--- src/rtl/ram_ctl_pkg.sv ---
// ram_ctl_pkg: default parameters and widths shared by the RAM controller blocks.
// Revision: 1.0
`default_nettype none

package ram_ctl_pkg;
   localparam int REF_DIV_DEFAULT    = 390;
   localparam int DEBT_MAX_DEFAULT   = 4;
   localparam int URG_THRESH_DEFAULT = 2;
   localparam int HOLD_DEFAULT       = 4;
   localparam int DIV_W              = 9;
   localparam int DEBT_W             = 3;
endpackage

`default_nettype wire

--- src/rtl/ref_sched_if.sv ---
// ref_sched_if: refresh handshake between ref_sched and the DRAM controller.
// Revision: 1.0
`default_nettype none

interface ref_sched_if;
   logic RefStart;
   logic RefInhibit;
   logic RefReq;
   logic RefUrg;
   logic Overrun;

   modport master (output RefStart, output RefInhibit,
                   input  RefReq,   input  RefUrg,   input Overrun);
   modport slave  (input  RefStart, input  RefInhibit,
                   output RefReq,   output RefUrg,   output Overrun);
endinterface

`default_nettype wire

--- src/rtl/ref_divider.sv ---
// ref_divider: free-running prescaler, o_tick high in the last cycle of each slot.
// Revision: 1.0
`default_nettype none

module ref_divider
   import ram_ctl_pkg::*;
#(
   parameter int REF_DIV = REF_DIV_DEFAULT
)(
   input  logic CLK,
   input  logic nRST,
   output logic o_tick
);

   localparam logic [DIV_W-1:0] C_DIV_LAST = DIV_W'(REF_DIV - 1);

   logic [DIV_W-1:0] r_div;
   logic             w_tick;

   assign w_tick = (r_div == C_DIV_LAST);
   assign o_tick = w_tick;

   always_ff @(posedge CLK or negedge nRST) begin
      if (!nRST)
         r_div <= '0;
      else if (w_tick)
         r_div <= '0;
      else
         r_div <= r_div + 1'b1;
   end

endmodule

`default_nettype wire

--- src/rtl/ref_sched.sv ---
// ref_sched: refresh debt tracker and request/urgent generator with post-refresh hold.
// Revision: 1.0
`default_nettype none

module ref_sched
   import ram_ctl_pkg::*;
#(
   parameter int REF_DIV    = REF_DIV_DEFAULT,
   parameter int DEBT_MAX   = DEBT_MAX_DEFAULT,
   parameter int URG_THRESH = URG_THRESH_DEFAULT,
   parameter int HOLD       = HOLD_DEFAULT
)(
   input  logic        CLK,
   input  logic        nRST,
   ref_sched_if.slave  bus
);

   localparam int                HC_W         = $clog2(HOLD + 1);
   localparam logic [DEBT_W-1:0] C_DEBT_MAX   = DEBT_W'(DEBT_MAX);
   localparam logic [DEBT_W-1:0] C_URG_THRESH = DEBT_W'(URG_THRESH);
   localparam logic [HC_W-1:0]   C_HOLD       = HC_W'(HOLD);

   logic              w_tick;
   logic [DEBT_W-1:0] r_debt;
   logic [DEBT_W-1:0] w_debt_nxt;
   logic [HC_W-1:0]   r_hc;
   logic [HC_W-1:0]   w_hc_nxt;
   logic              w_ovr_set;
   logic              w_open;
   logic              r_req;
   logic              r_urg;
   logic              r_ovr;

   ref_divider #(.REF_DIV(REF_DIV)) u_div (
      .CLK    (CLK),
      .nRST   (nRST),
      .o_tick (w_tick)
   );

   // A tick and a refresh start in the same cycle cancel out entirely.
   always_comb begin
      w_debt_nxt = r_debt;
      w_ovr_set  = 1'b0;
      if (w_tick && !bus.RefStart) begin
         if (r_debt == C_DEBT_MAX)
            w_ovr_set = 1'b1;
         else
            w_debt_nxt = r_debt + 1'b1;
      end else if (bus.RefStart && !w_tick) begin
         if (r_debt != '0)
            w_debt_nxt = r_debt - 1'b1;
      end
   end

   always_comb begin
      w_hc_nxt = r_hc;
      if (bus.RefStart)
         w_hc_nxt = C_HOLD;
      else if (r_hc != '0)
         w_hc_nxt = r_hc - 1'b1;
   end

   assign w_open = (w_hc_nxt == '0) && !bus.RefInhibit;

   always_ff @(posedge CLK or negedge nRST) begin
      if (!nRST) begin
         r_debt <= '0;
         r_hc   <= '0;
         r_req  <= 1'b0;
         r_urg  <= 1'b0;
         r_ovr  <= 1'b0;
      end else begin
         r_debt <= w_debt_nxt;
         r_hc   <= w_hc_nxt;
         r_req  <= w_open && (w_debt_nxt != '0);
         r_urg  <= w_open && (w_debt_nxt >= C_URG_THRESH);
         r_ovr  <= r_ovr | w_ovr_set;
      end
   end

   assign bus.RefReq  = r_req;
   assign bus.RefUrg  = r_urg;
   assign bus.Overrun = r_ovr;

endmodule

`default_nettype wire

--- src/flat_wrapper.sv ---
// flat-port wrapper written by rule: the top's interface ports become plain ports
module ref_sched_flat import ram_ctl_pkg::*;
#(
   parameter int REF_DIV    = REF_DIV_DEFAULT,
   parameter int DEBT_MAX   = DEBT_MAX_DEFAULT,
   parameter int URG_THRESH = URG_THRESH_DEFAULT,
   parameter int HOLD       = HOLD_DEFAULT
)
  (CLK, nRST, bus_RefStart, bus_RefInhibit, bus_RefReq, bus_RefUrg, bus_Overrun);
  ref_sched_if bus_i ();
  input  logic CLK;
  input  logic nRST;
  input wire logic [$bits(bus_i.RefStart)-1:0] bus_RefStart;
  input wire logic [$bits(bus_i.RefInhibit)-1:0] bus_RefInhibit;
  output wire logic [$bits(bus_i.RefReq)-1:0] bus_RefReq;
  output wire logic [$bits(bus_i.RefUrg)-1:0] bus_RefUrg;
  output wire logic [$bits(bus_i.Overrun)-1:0] bus_Overrun;
  assign bus_i.RefStart = bus_RefStart;
  assign bus_i.RefInhibit = bus_RefInhibit;
  assign bus_RefReq = bus_i.RefReq;
  assign bus_RefUrg = bus_i.RefUrg;
  assign bus_Overrun = bus_i.Overrun;
  ref_sched #(.REF_DIV(REF_DIV), .DEBT_MAX(DEBT_MAX), .URG_THRESH(URG_THRESH), .HOLD(HOLD)) u_core (.CLK(CLK), .nRST(nRST), .bus(bus_i));
endmodule
--- config.mk ---
export PLATFORM = sky130hd
export DESIGN_NAME = ref_sched_flat
export DESIGN_NICKNAME = d
export VERILOG_FILES = /design/src/rtl/ram_ctl_pkg.sv /design/src/rtl/ref_sched_if.sv /design/src/rtl/ref_divider.sv /design/src/rtl/ref_sched.sv /design/src/flat_wrapper.sv
export SDC_FILE = /design/constraint.sdc
export NUM_CORES = 1
export LEC_CHECK = 0
export ABC_AREA = 1
export CAP_MARGIN = 20
export CORE_MARGIN = 3
export CORE_UTILIZATION = 51
export DETAILED_ROUTE_END_ITERATION = 6
export GPL_TIMING_DRIVEN = 0
export PLACE_DENSITY = 0.73
export SLEW_MARGIN = 10
export SYNTH_ARGS = -nofsm -noshare
export SYNTH_HDL_FRONTEND = slang
export SYNTH_SLANG_ARGS = --single-unit
--- constraint.sdc ---
create_clock -name CLK -period 1.4 [get_ports CLK]
set_clock_uncertainty 0.1 [all_clocks]
set_input_delay 0.28 -clock CLK [delete_from_list [all_inputs] [get_ports CLK]]
set_output_delay 0.28 -clock CLK [all_outputs]
set_load 0.02 [all_outputs]
==> After elaboration in Yosys (flattened, before gate mapping) <==
Cells that the tools add are included.
{ "word_totals": {"ff_bits": 18, "latchBits": 0, "mem_bits_rw": 0, "rom_bits": 0, "inputBits": 4, "out_inout_bits": 3, "wordCells": 35, "n_memories": 0} }
{ "classes": {"add_sub_neg": 4, "multipliers": 0, "n_div": 0, "order_cmp": 1, "eq_ne": 2, "shift": 0, "n_mux": 9, "bitwise": 1, "reduce_logical": 12} }
{ "op_table": {"columns": ["operator", "n"], "rows": [
  ["2-to-1 mux 3 bit", 6],
  ["adder 9 x 1 -> 9 bit (second input constant)", 1],
  ["equality test 9 bit (second input constant)", 1],
  ["2-to-1 mux 9 bit", 1],
  ["nonzero test 3 bit", 3],
  ["subtractor 3 x 1 -> 3 bit (second input constant)", 2],
  ["logical AND 1 bit", 5],
  ["adder 3 x 1 -> 3 bit (second input constant)", 1],
  ["equality test 3 bit (second input constant)", 1],
  ["greater-or-equal comparator 3 x 2 -> 1 bit (second input constant)", 1],
  ["zero test 1 bit", 3],
  ["zero test 3 bit", 1],
  ["2-to-1 mux 1 bit", 2],
  ["bitwise OR 1 bit", 1]
]} }

==> Logic depth before layout (Yosys ltp) <==
Gate-level depths: netlist of the first run.
{ "logic_depth": {"word_depth": 7, "ltp_mapped": 12, "mapped_depth_nobuf": 12} }

==> By module <==
Synthesis of the first run repeated with hierarchy kept, for this count alone.
{ "hier_totals": {"hier_cells": 135, "hier_area_um2": 1061.0} }
{ "by_module_without_submodules": {"columns": ["module", "instances", "cells_each", "area_per_inst_um2", "seq_area_each_um2"], "rows": [
  ["ref_sched", 1, 68, 558.0, 225.2],
  ["ref_divider", 1, 67, 503.0, 225.2]
]} }

==> Worst setup path before layout of the first run <==
No wires, ideal clock.
{ "synth_path": {"path_type": "register to register", "startpoint": "register u_core.r_hc[0]", "endpoint": "register u_core.r_req, in the netlist u_core.bus.RefReq", "setup_time_ps": 65, "t_arrival_ps": 1360, "t_required_ps": 1235, "setup_slack_ps": -125, "path_stages_with_launch": 11, "n_path_buf": 0, "period_less_slack_ps": 1525, "path_cell_list": "dfrtp_1 > inv_1 > ha_1 > inv_1 > ha_1 > or2_1 > nor3_1 > nand2_1 > clkinv_1 > nand2_1 > nand2_1"} }
{ "synth_via": {"elab_chain_cells": 6, "elab_cells_between_ends": 7, "classes_between": "add/sub (1); mux (2); reduce/logical (4)"} }
{ "synth_lines": {"columns": ["item", "line", "text"], "rows": [
  ["from (decl)", "ref_sched.sv:26", "logic [HC_W-1:0] r_hc;"],
  ["from (signal assigned)", "ref_sched.sv:74", "r_hc <= w_hc_nxt;"],
  ["subtractor 3 x 1 -> 3 bit or nonzero test 3 bit (tied branches)", "ref_sched.sv:60, ref_sched.sv:59", null],
  ["2-to-1 mux 3 bit *", "ref_sched.sv:59", "else if (r_hc != '0)"],
  ["2-to-1 mux 3 bit *", "ref_sched.sv:57", "if (bus.RefStart)"],
  ["named net u_core.w_hc_nxt[2]", "ref_sched.sv:27", "logic [HC_W-1:0] w_hc_nxt;"],
  ["zero test 3 bit *", "ref_sched.sv:63", "assign w_open = (w_hc_nxt == '0) && !bus.RefInhibit;"],
  ["logical AND 1 bit *", "ref_sched.sv:63", null],
  ["logical AND 1 bit *", "ref_sched.sv:75", "r_req <= w_open && (w_debt_nxt != '0);"],
  ["to (signal assigned)", "ref_sched.sv:75", null],
  ["to (decl)", "ref_sched.sv:30", "logic r_req;"]
]} }
Mark *: on every way through the listed nets, which the timed path passes. The rest lies on a longest branch.

==> Final worst setup path of the first run <==
{ "layout_path": {"startpoint": "register u_core.u_div.r_div[0]", "endpoint": "register u_core.u_div.r_div[8]"} }
{ "layout_via": {"elab_chain_cells": 2, "elab_cells_between_ends": 3, "classes_between": "add/sub (1); eq/ne (1); mux (1)"} }
{ "layout_lines": {"columns": ["item", "line", "text"], "rows": [
  ["from (decl)", "ref_divider.sv:17", "logic [DIV_W-1:0] r_div;"],
  ["from (signal assigned)", "ref_divider.sv:29", "r_div <= r_div + 1'b1;"],
  ["adder 9 x 1 -> 9 bit or equality test 9 bit (tied branches)", "ref_divider.sv:29, ref_divider.sv:20", null],
  ["2-to-1 mux 9 bit *", "ref_divider.sv:26", "else if (w_tick)"]
]} }
Every way passes the cells marked *; elsewhere a longest branch is shown, timed or not.

==> run summary, run 1 <==
The area growth from synthesis to layout is 33.5%. Once routing completed, OpenROAD measured the worst setup slack at -0.249 ns. The net switching component of the power came out at 0.699 mW.

The checks that failed: negative setup slack. The data arrival time of the critical path is 1.74 ns. The detailed-route vias per instance is 4.95. The final number of max-transition violations is 0. The share of synthesized area in the top cell type comes to 43.0%. Setup repair after global routing could not meet its margin everywhere. In this run the number of H-tree levels came out at 1.

Synthesis produced a netlist with a net count of 138. Summing the areas of all fa, ha and maj instances in the mapped netlist gives 9.56% of the synthesized area. The cell with the most instances after synthesis is nand2_1. For the worst setup path, the data required time is 1.49 ns.

The overall via count from detail_route is 847. By area, the combinational part of the netlist is dominated by simple AND/OR/NAND/NOR gates. The die area is 2630 um^2.

The number of endpoints with negative hold slack in the final report came out at 0. The worst setup path is of the reg2reg kind. In this run switching power makes up 38.6% of total power. The largest total area in the synthesized netlist belongs to dfrtp_1. The max-cap violation count came out at 0. The number of cell rows came out at 15. TritonCTS built the clock tree.

The fraction of the mapped netlist area in simple logic gates is 28.9%. The layout has 138 filler cells. The first-pass detailed-route iteration total is 5. Pin placement for this block handled 7 I/O pins. The number of antenna violations at the first check in global routing came out at 0. The number of unique standard cell types used by synthesis came out at 24.

The clock net in this run drives a total of 18 sinks. The die height is 51.3 um. The first-pass GRT wire length is 3.42 mm.

The kind of path behind the tightest hold check is in2reg. The global-route congestion overflow total is 0. The post-synthesis compound-gate area fraction is 5.50%. Of all nets on the critical path, the largest fanout is 3. The normalized max-slew margin came out at 46.2%. Of the cells placed in the final design, the portion with a size suffix greater than 1 is 43.8%.

The summed instance area of the synthesized netlist came out at 1050 um^2. The total power density per cell area is 1300 nW/um^2. The total of endpoints with negative setup slack in the final report is 9. In the finished design, the share of the clock period the worst path needs comes to 118%.

Measured against the total synthesized area, the mux share comes to 0%. The top flip-flop cell by instance count after synthesis is dfrtp_1. The layout net count is 160. The async set-reset flop share out of synthesis came out at 100%.

The die extent in x came out at 51.3 um. The share of the synthesized netlist area taken by xor and xnor gates is 3.23%. The first routing iteration left 11 violations. Across the VDD grid, the largest voltage drop is 1.10 mV. The floorplan core area came out at 1840 um^2.

By count the netlist is led by nand2_1, inv_1, dfrtp_1, nor2_1, ha_1. The part of the total power dissipated in sequential elements came out at 37.6%. At the end of routability-driven placement, the weighted congestion stood at 0.733. At the later pin of the worst-skew pair, clock insertion delay measures 0.29 ns. The number of buffers inserted during clock tree synthesis is 3. The worst setup path is captured at a register. The flow ran to the end, but the final reports show violations. Sequential elements use 43.0% of the synthesized area. The port buffer count came out at 5. The detailed placer's ending HPWL came out at 1.34 mm. The register bit total from synthesis is 18. The actual transition at the worst max-transition pin came out at 0.805 ns. Entering global routing, the biggest net connects 19 pins. The worst setup path is launched from a register. The minimum clock period after layout is 1.65 ns. After clock tree synthesis, the clock-pin slew on the worst setup and hold paths is 0.10 ns. The worst slack after detailed placement is -0.270 ns. The tree is rooted in a clkbuf_4. By area the synthesized netlist is led by dfrtp_1, ha_1, nand2_1. The combinational group share of total power came out at 48.5%. The final-layout worst hold slack came out at 0.229 ns. The number of DRC violations after detailed routing came out at 0. The clock passes through at most 2 buffers.

Cell internal power was estimated by the tool at 1.11 mW. The analysis attributes to cell leakage a power of 0.696 nW. The number of global-route vias before repair is 843.

The number of synthesis warnings is 0. The power share of the clock group is 14.0%. The number of enable-type register cells in the synthesized netlist came out at 0. The number of instances in the synthesized netlist is 126. Once the floorplan was initialized, standard cells occupied 56.9% of the core. The sum of routed wire length over all layers came out at 2.14 mm. The number of nets still failing antenna checks after routing is 0. The post-detailed-route wirelength per cell is 12.5 um. The mean cell area of the mapped netlist is 8.31 um^2.

The antenna diode count came out at 0. The maximum clock rate came out at 606 MHz. The combined global-route utilization of all metal layers is 18.1%.
-- power groups by stage --
stage                     clock (mW)  combinational [mW]  sequential, mW
after floorplan                    0               0.482           0.702
after global placement             0               0.612           0.697
after detailed placement           0               0.649           0.705
after CTS                      0.260               0.798           0.675
after global routing           0.284               0.989           0.697
final                          0.253               0.877           0.681
-- state kept, by name, summed over array words and instances, names as in the netlist --
| signal | flops |
|---|---|
| u_core.r_debt | 3 |
| u_core.r_hc | 3 |
| u_core.bus.Overrun | 1 |
| u_core.u_div.r_div | 9 |
| u_core.bus.RefUrg | 1 |
| u_core.bus.RefReq | 1 |
-- path summary, 6_finish.rpt --
check | slack [ns] | depth (start not counted) | start | to
min in group asynchronous | 0.34 | 1 | nRST | u_core.u_div.r_div[4]
min | 0.23 | 2 | bus_RefStart | u_core.r_hc[0]
min reg2reg | 0.39 | 1 | u_core.bus.Overrun | u_core.bus.Overrun
max | -0.25 | 10 | u_core.u_div.r_div[0] | u_core.u_div.r_div[8]
max reg2reg | -0.25 | 10 | u_core.u_div.r_div[0] | u_core.u_div.r_div[8]
max in group asynchronous | 0.35 | 1 | nRST | u_core.bus.RefUrg
-- metal layers --
layer	wire [um]	global-route usage [%]	part of all wire [%]
met2	1110	30.3	52
met5	0	0	0
met3	40	3.79	1.9
met4	25	9.17	1.2
met1	963	21.9	45
-- cells by family after synthesis --
| logic type | Yosys count |
|---|---|
| and+or+nand+nor | 60 |
| xor gates and xnor gates | 3 |
| AOI/OAI and AO/OA | 10 |
| buffers and inverters | 27 |
| adders and majority gates | 8 |
| DFF | 18 |
-- final cells by class --
type	count	area (um^2)	area share (%)
multi-input combinational	81	633	45.3
timing repair buffer	17	149	10.7
inverter	26	106	7.61
tap	25	31.3	2.24
clock buffer	3	22.5	1.61
sequential	18	450	32.2
buffer	1	5.00	0.358
-- through the flow --
step           TNS [ns]  power [mW]  instance area (um^2)  utilization (%)  cells
2_1_floorplan    -0.229        1.18                  1060                -    126
3_3_place_gp      -1.55        1.31                  1140             61.8    156
3_5_place_dp      -1.36        1.35                  1140             61.8    156
4_1_cts          -0.747        1.73                  1240             67.6    166
5_1_grt           -2.23        1.97                  1400             76.0    171
6_report          -1.09        1.81                  1400             76.0    171
-- cells in the final DEF (no fill, tap or decap), types with 3 or more instances in the layout --
cell type,n
nand2_1,19
dfrtp_1,18
inv_1,15
nand2_2,11
nor2_1,9
buf_4,9
inv_2,8
nor2_4,4
nand3_1,4
nor3_2,3
ha_4,3
ha_2,3
clkbuf_4,3
buf_6,3
-- timing repair --
item / CTS / global route
setup buffers: 7 / 6
setup endpoints to repair: 10 / 15
pin swaps: 10 / 12
gates resized for setup: 16 / 31
hold buffers: 0 / 0
-- critical path, stage by stage, from the launching register on --
cell and delay [ns]:
dfrtp_1 0.39, buf_6 0.12, buf_6 0.11, ha_4 0.14
nand2_2 0.07, inv_2 0.10, nand3_4 0.08, nor2_4 0.11
nand2_2 0.07, nor3b_2 0.21, nor3_2 0.06
Note: power is estimated with default switching activity, not from simulation.
==> inputs of run 2 (changes only) <==
--- a/config.mk
+++ b/config.mk
@@ -8,10 +8,11 @@
 export ABC_AREA = 1
 export CAP_MARGIN = 20
 export CORE_MARGIN = 3
-export CORE_UTILIZATION = 51
+export CORE_UTILIZATION = 50
 export DETAILED_ROUTE_END_ITERATION = 6
 export GPL_TIMING_DRIVEN = 0
-export PLACE_DENSITY = 0.73
+export PLACE_DENSITY = 0.72
+export SKIP_LAST_GASP = 1
 export SLEW_MARGIN = 10
 export SYNTH_ARGS = -nofsm -noshare
 export SYNTH_HDL_FRONTEND = slang
==> run 2 against run 1 <==
Net effect: the flow still finishes with violations (negative setup slack); critical path type unchanged; flip-flop and latch count is the same; clock-buffer cell count grew 1; final cell count grew 1.8%; via count shrank 2.1%; die area grew 1.8%.
==> run summary, run 2 (synthesized netlist as in run 1, its figures left out) <==
The static leakage power is 0.712 nW (+2.3%). The number of cell rows came out at 15 (unchanged). The port buffer count came out at 5 (unchanged). The commonest non-fill, non-tap cell in the layout is dfrtp_1. The critical path goes through inv_1 -> ha_2 -> nand2_2 -> nor2_4 -> nand2_4 -> nor2_8 -> nand2_2 -> nand2_2 -> xor2_2 -> buf_4. The first-pass GRT wire length is 3.48 mm (+1.8%). The final design area excluding fillers was 1440 um^2 (+3.0%).

The initial standard-cell utilization of the core came to 56.4% (-0.58 points). The slowest stage of the critical path belongs to the cell dfrtp_1. The post-detailed-route wirelength per cell is 12.4 um (-1.1%). The layout net count came out at 162 (+1.3%). The instance area after placement came out at 1140 um^2 (unchanged). The number of H-tree levels came out at 1 (unchanged). Among the stages of the critical path, the cell type that occurs most often is nand2_2. The final-layout fill cell count came out at 117 (-15%). The die area came out at 2680 um^2 (+1.8%). The switching share of power is 38.5% (-0.080 points). The combined global-route utilization of all metal layers came to 17.5% (-0.60 points). The number of flip-flops in the largest register was 9 (unchanged). The combinational group share of total power came out at 49.8% (+1.3 points). The setup slack of the most critical reg-to-reg path is -0.23 ns (+0.02 ns).

The tightest min-delay check is of the in2reg type. The minimum clock period after layout is 1.63 ns (-0.0187 ns). The critical path is of the reg2reg type. The total of endpoints with negative setup slack in the final report came out at 7 (-2).

The flow ran to the end, but the final reports show violations. The number of global-route vias before repair came out at 861 (+2.1%). The first-pass detailed-route iteration total came to 4 (-1). The detailed placer's ending HPWL is 1.36 mm (+1.5%). STA classifies the critical path endpoint as a register. The share of cells above drive strength 1 came out at 45.0% (+1.1 points). The worst-path maximum fanout came to 6 (+3).

The longest individual stage delay on the worst path is 0.39 ns (about the same). The sort of element at the start of the critical path is a register. The worst slack after detailed placement came out at -0.270 ns (+0.000513 ns). The total power density per cell area came out at 1400 nW/um^2 (+7.8%).

The number of antenna violations at the first check in global routing was 0 (unchanged). Setup repair after global routing could not meet its margin everywhere. The overall via count from detail_route came out at 829 (-2.1%). TritonCTS built the clock tree. The normalized max-slew margin came out at 47.6% (+1.4 points). The utilization after layout is 77.5% (+1.5 points).

The latest clock arrival within the worst-skew pair came out at 0.30 ns (about the same). The internal power is 1.24 mW (+11%). The net switching component of the power was 0.775 mW (+11%). The actual transition at the worst max-transition pin came out at 0.784 ns (-0.0210 ns).

The largest net degree at the start of global routing was 19 (unchanged). The part of the total power dissipated in sequential elements came out at 34.2% (-3.4 points). The power share of the clock group came out at 16.0% (+2.0 points).

The data arrival time of the critical path is 1.78 ns (+0.04 ns). The share of the clock period used by the worst path is 116% (-1.3 points). The number of buffers inserted during clock tree synthesis came out at 3 (unchanged). The checks that failed: negative setup slack.

The post-CTS clock slew at the launch and capture registers of the worst setup and hold paths came out at 0.10 ns (about the same). The max-cap violation count was 0 (unchanged). The global-route congestion overflow total came to 0 (unchanged).

The final number of max-transition violations came out at 0 (unchanged). The die height is 51.8 um (+0.88%). The hold buffer count at cts is 0 (unchanged).

The antenna diode count was 0 (unchanged). The sum of routed wire length over all layers was 2.15 mm (+0.65%). The number of DRC violations after detailed routing is 0 (unchanged). The floorplan core area is 1860 um^2 (+1.0%). The largest buffer count on any clock path came to 2 (unchanged). The area growth from synthesis to layout is 37.5%.

Ranked by flip-flop count, first place goes to u_core.u_div.r_div. The die extent in x was 51.8 um (+0.88%). The setup total negative slack is -1.05 ns (+0.0366 ns). In this run the clock root is driven by a clkbuf_4. The routability-driven placement congestion ratio came out at 0.815 (+11%). The largest vdd supply drop came out at 1.10 mV (-0.11%).

The initial DRC count came out at 16 (+5). In the final layout, the registers with the most flip-flops are u_core.u_div.r_div x9, u_core.r_debt x3, u_core.r_hc x3. The number of nets still failing antenna checks after routing came out at 0 (unchanged). The clock sink total is 18 (unchanged).

The detailed-route vias per instance is 4.76 (-3.8%). The number of endpoints with negative hold slack in the final report came to 0 (unchanged). The top cell types in the final layout, fill and taps aside, are dfrtp_1, nand2_1, nand2_2. The maximum clock rate came out at 613 MHz (+1.1%). The data required time of the worst path came to 1.55 ns (+0.06 ns). The number of primary I/O pins came to 7 (unchanged). The post-layout worst setup margin is -0.230 ns (+0.0187 ns).
## run 2: cell count changes in the layout (fill, tap and decap cells not counted), sizes merged
cell	delta
buf	+2
clkbuf	+1
## run 2: area by class of cell
| cell class | count | area, um^2 | share of cell area (%) |
|---|---|---|---|
| multi-input combinational | 81 | 647 | 44.9 |
| inverter | 26 | 106 | 7.38 |
| buffer | 1 | 5.00 | 0.348 |
| clock buffer | 4 | 36.3 | 2.52 |
| sequential | 18 | 450 | 31.3 |
| timing repair buffer | 19 | 164 | 11.4 |
| tap | 25 | 31.3 | 2.17 |
## run 2: power by group through the flow
stage          Combinational, mW  Clock [mW]  Sequential, mW
6_report                    1.00       0.322           0.688
5_1_grt                     1.12       0.357           0.697
4_1_cts                    0.834       0.332           0.680
3_5_place_dp               0.642           0           0.707
3_3_place_gp               0.613           0           0.700
2_1_floorplan              0.482           0           0.702
## run 2: path summary, 6_finish.rpt
| kind | startpoint | end | depth (start not counted) |
|---|---|---|---|
| setup / recovery | u_core.u_div.r_div[1] | u_core.r_debt[0] | 10 |
| hold / removal | bus_RefStart | u_core.r_hc[0] | 2 |
| setup reg to reg | u_core.u_div.r_div[1] | u_core.r_debt[0] | 10 |
| hold reg to reg | u_core.bus.Overrun | u_core.bus.Overrun | 1 |
| max in group asynchronous | nRST | u_core.r_hc[1] | 1 |
| min in group asynchronous | nRST | u_core.u_div.r_div[4] | 1 |
## run 2: routing by layer
metal  track usage [%]  wire [um]
met1              21.0       1010
met2              31.6       1070
met3              2.58         46
met4              6.11         27
met5                 0          0
## run 2: worst max-delay path, delay by kind of cell, from the launching register on
| family | cells | cell delay (ns) |
|---|---|---|
| simple gates | 6 | 0.55 |
| flops | 1 | 0.39 |
| buf+inv | 2 | 0.21 |
| fa+ha+maj | 1 | 0.17 |
| xor+xnor | 1 | 0.17 |
## run 2: metrics by stage
stage / hold slack (ns) / instances / total power [mW]
after global placement: 0.367 / 156 / 1.31
final: 0.220 / 174 / 2.01
after detailed placement: 0.373 / 156 / 1.35
after CTS: 0.219 / 170 / 1.85
after floorplan: -0.116 / 126 / 1.18
after global routing: 0.219 / 174 / 2.17
## run 2: repair_timing
item	in CTS	in global routing
endpoints found under the setup margin	11	16
resized for setup	26	23
pin swaps	13	8
buffers inserted	10	5
==> inputs of run 3 (changes only) <==
--- a/config.mk
+++ b/config.mk
@@ -9,11 +9,12 @@
 export CAP_MARGIN = 20
 export CORE_MARGIN = 3
 export CORE_UTILIZATION = 50
+export CTS_CLUSTER_SIZE = 24
 export DETAILED_ROUTE_END_ITERATION = 6
 export GPL_TIMING_DRIVEN = 0
-export PLACE_DENSITY = 0.72
+export PLACE_DENSITY = 0.69
 export SKIP_LAST_GASP = 1
-export SLEW_MARGIN = 10
+export SLEW_MARGIN = 20
 export SYNTH_ARGS = -nofsm -noshare
 export SYNTH_HDL_FRONTEND = slang
 export SYNTH_SLANG_ARGS = --single-unit
==> constraint.sdc (replaced) <==
create_clock -name CLK -period 1.65 [get_ports CLK]
set_clock_uncertainty 0.1 [all_clocks]
set_input_delay 0.33 -clock CLK [delete_from_list [all_inputs] [get_ports CLK]]
set_output_delay 0.33 -clock CLK [all_outputs]
set_load 0.02 [all_outputs]
==> run 3 against run 2 <==
Net effect: the flow still finishes with violations (negative setup slack); largest cell class unchanged; critical endpoint is now u_core.bus.RefReq; final cell count fell by 2.9%; register-to-register slack improved by 0.21 ns; flip-flop and latch count did not move; critical path type unchanged; critical path depth rose by 1.
==> run summary, run 3 (synthesized netlist as in run 1, its figures left out) <==
The run finished, with violations left. The checks that failed: negative setup slack. The overall via count from detail_route is 798 (-3.7%). The data arrival time of the critical path came out at 1.76 ns (-0.02 ns). The worst-path maximum fanout is 8 (+2). The initial standard-cell utilization of the core came out at 56.4% (unchanged). The final number of max-transition violations is 0 (unchanged). By instance count, the cell type seen most on the critical path is nand2_1.

The net switching component of the power came out at 0.569 mW (-27%). The number of endpoints with negative hold slack in the final report came out at 0 (unchanged). Leaving out fill and tap cells, the most frequent cell in the layout is nand2_1.

In the final layout, the registers with the most flip-flops are u_core.u_div.r_div x9, u_core.r_debt x3, u_core.r_hc x3. The number of cell rows was 15 (unchanged). The total of endpoints with negative setup slack in the final report is 2 (-5).

The cell sitting at the root of the clock tree is a clkbuf_4. The part of the total power dissipated in sequential elements is 37.6% (+3.4 points). The instance area after placement is 1130 um^2 (-0.77%). The instance count along the most critical hold path is 2 (unchanged).

The share of cells above drive strength 1 came out at 30.6% (-14 points). The critical path is of the reg2reg type. The layout net count came out at 157 (-3.1%). The critical path goes through ha_2 -> nand2_2 -> nor2_4 -> nand2_4 -> nand2_1 -> nand2_1 -> nand2_1 -> a21oi_4 -> nand2_1 -> nand2_1 -> nand2_1. The worst slack after detailed placement came out at -0.0147 ns (+0.255 ns).

The detailed placer's ending HPWL came out at 1.40 mm (+3.0%). The antenna diode count came out at 0 (unchanged). The number of buffers inserted during clock tree synthesis is 3 (unchanged). The minimum clock period after layout is 1.67 ns (+0.0410 ns).

TritonCTS built the clock tree. The post-CTS clock slew at the launch and capture registers of the worst setup and hold paths is 0.11 ns (about the same). The number of antenna violations at the first check in global routing is 0 (unchanged).

The die height came out at 51.8 um (unchanged). The port buffer count is 5 (unchanged). The final design area excluding fillers was 1280 um^2 (-11%). The detailed-route vias per instance came to 4.72 (-0.89%). The synthesis-to-finish area growth is 22.7%. The number of primary I/O pins came to 7 (unchanged).

The number of H-tree levels came to 1 (unchanged). The largest vdd supply drop is 0.741 mV (-33%). On the critical path, the stage with the largest delay is an instance of dfrtp_1. The largest net degree at the start of global routing came out at 19 (unchanged). The filler-free cell count of the finished design came out at 169 (-2.9%). The kind of path behind the tightest hold check is in2reg.

The maximum clock rate is 598 MHz (-2.5%). Grouping stages by cell kind, the critical path spends the most delay in simple AND/OR/NAND/NOR gates. The number of flip-flops in the largest register came out at 9 (unchanged). The number of DRC violations after detailed routing is 0 (unchanged). The first-pass GRT wire length came out at 3.19 mm (-8.5%). Setup repair after global routing could not meet its margin everywhere.

The max-cap violation count is 0 (unchanged). The largest buffer count on any clock path is 2 (unchanged). The sum of routed wire length over all layers is 1.92 mm (-11%).

The share of the clock period used by the worst path came out at 101% (-15 points). The cell depth of the worst flop-to-flop path came out at 11 (+1). The setup total negative slack came to -0.0257 ns (+1.02 ns). The data required time of the worst path came out at 1.74 ns (+0.19 ns).

The internal power came out at 0.971 mW (-21%). The combined global-route utilization of all metal layers is 16.2% (-1.3 points). The post-layout worst setup margin is -0.0213 ns (+0.209 ns). The final-layout fill cell count is 163 (+39%). The total power density per cell area was 1200 nW/um^2 (-14%).

The floorplan core area is 1860 um^2 (unchanged). The global-route congestion overflow total is 0 (unchanged). The critical path depth was 11 (+1). The power share of the clock group came to 17.6% (+1.6 points). The number of global-route vias before repair came out at 759 (-12%).

The static leakage power came out at 0.680 nW (-4.5%). Ranked by flip-flop count, first place goes to u_core.u_div.r_div. The die extent in x came to 51.8 um (unchanged). The initial DRC count is 13 (-3). The combinational group share of total power came out at 44.9% (-4.9 points).

The longest individual stage delay on the worst path is 0.43 ns (+0.04 ns). The routability-driven placement congestion ratio was 0.800 (-1.8%). The number of buffer and inverter stages on the critical path is 0 (-2). STA classifies the critical path startpoint as a register. The number of nets still failing antenna checks after routing came out at 0 (unchanged).

The utilization after layout came to 69.2% (-8.4 points). The switching share of power came out at 36.9% (-1.6 points). The latest clock arrival within the worst-skew pair is 0.29 ns (about the same). The die area came out at 2680 um^2 (unchanged). The normalized max-slew margin came to 46.4% (-1.2 points).

The clock sink total is 18 (unchanged). The endpoint class of the critical path is a register. The top cell types in the final layout, fill and taps aside, are nand2_1, inv_1, dfrtp_1. The first-pass detailed-route iteration total came out at 4 (unchanged). The actual transition at the worst max-transition pin is 0.801 ns (+0.0175 ns). The post-detailed-route wirelength per cell came to 11.4 um (-8.2%). The cell count after placement is 156 (unchanged).
[run 3: changes by cell type in the layout (fill, tap and decap cells not counted), sizes merged]
cell	change
buf	-5
dlygate4sd2	+1
clkdlybuf4s15	-1
[run 3: metrics by stage]
| step | hold WS, ns | power (mW) |
|---|---|---|
| 2_1_floorplan | -0.0656 | 0.994 |
| 3_3_place_gp | 0.370 | 1.10 |
| 3_5_place_dp | 0.378 | 1.14 |
| 4_1_cts | 0.251 | 1.47 |
| 5_1_grt | 0.260 | 1.68 |
| 6_report | 0.267 | 1.54 |
[run 3: timing repair]
action	CTS	global route
pin swaps	3	13
gates resized for setup	7	13
endpoints found under the hold margin	0	0
hold buffers	0	0
setup buffers	3	6
setup endpoints to repair	5	3
[run 3: path summary, 6_finish.rpt]
kind	startpoint	to	slack, ns
worst min register to register	u_core.bus.Overrun	u_core.bus.Overrun	0.39
max in group asynchronous	nRST	u_core.r_debt[0]	0.56
worst min-delay path	bus_RefStart	u_core.r_hc[0]	0.27
min in group asynchronous	nRST	u_core.u_div.r_div[3]	0.39
worst max-delay path	u_core.u_div.r_div[0]	u_core.bus.RefReq	-0.02
worst max register to register	u_core.u_div.r_div[0]	u_core.bus.RefReq	-0.02
[run 3: layout make-up]
class	count	area, um^2	share of cell area [%]
well taps	25	31.3	2.43
flip-flops and latches	18	450	35.1
inverters	26	101	7.89
repair buffers	14	114	8.86
clock buffers	4	36.3	2.82
multi-input cells	81	547	42.6
plain buffers	1	5.00	0.389
[run 3: power groups by stage]
stage | logic, mW | clock network, mW | registers (mW)
CTS | 0.610 | 0.283 | 0.574
floorplan | 0.398 | 0 | 0.595
detailed placement | 0.540 | 0 | 0.597
global placement | 0.511 | 0 | 0.591
finish | 0.691 | 0.271 | 0.578
global route | 0.783 | 0.311 | 0.588
[run 3: metal layers]
metal	share of wire, %	wire, um	track usage [%]	vias to the layer above
li1	-	-	-	414
met1	48	916	21.3	376
met2	49	950	26.5	6
met3	1.9	36	2.58	2
met4	0.88	17	6.55	0
met5	0	0	0	-
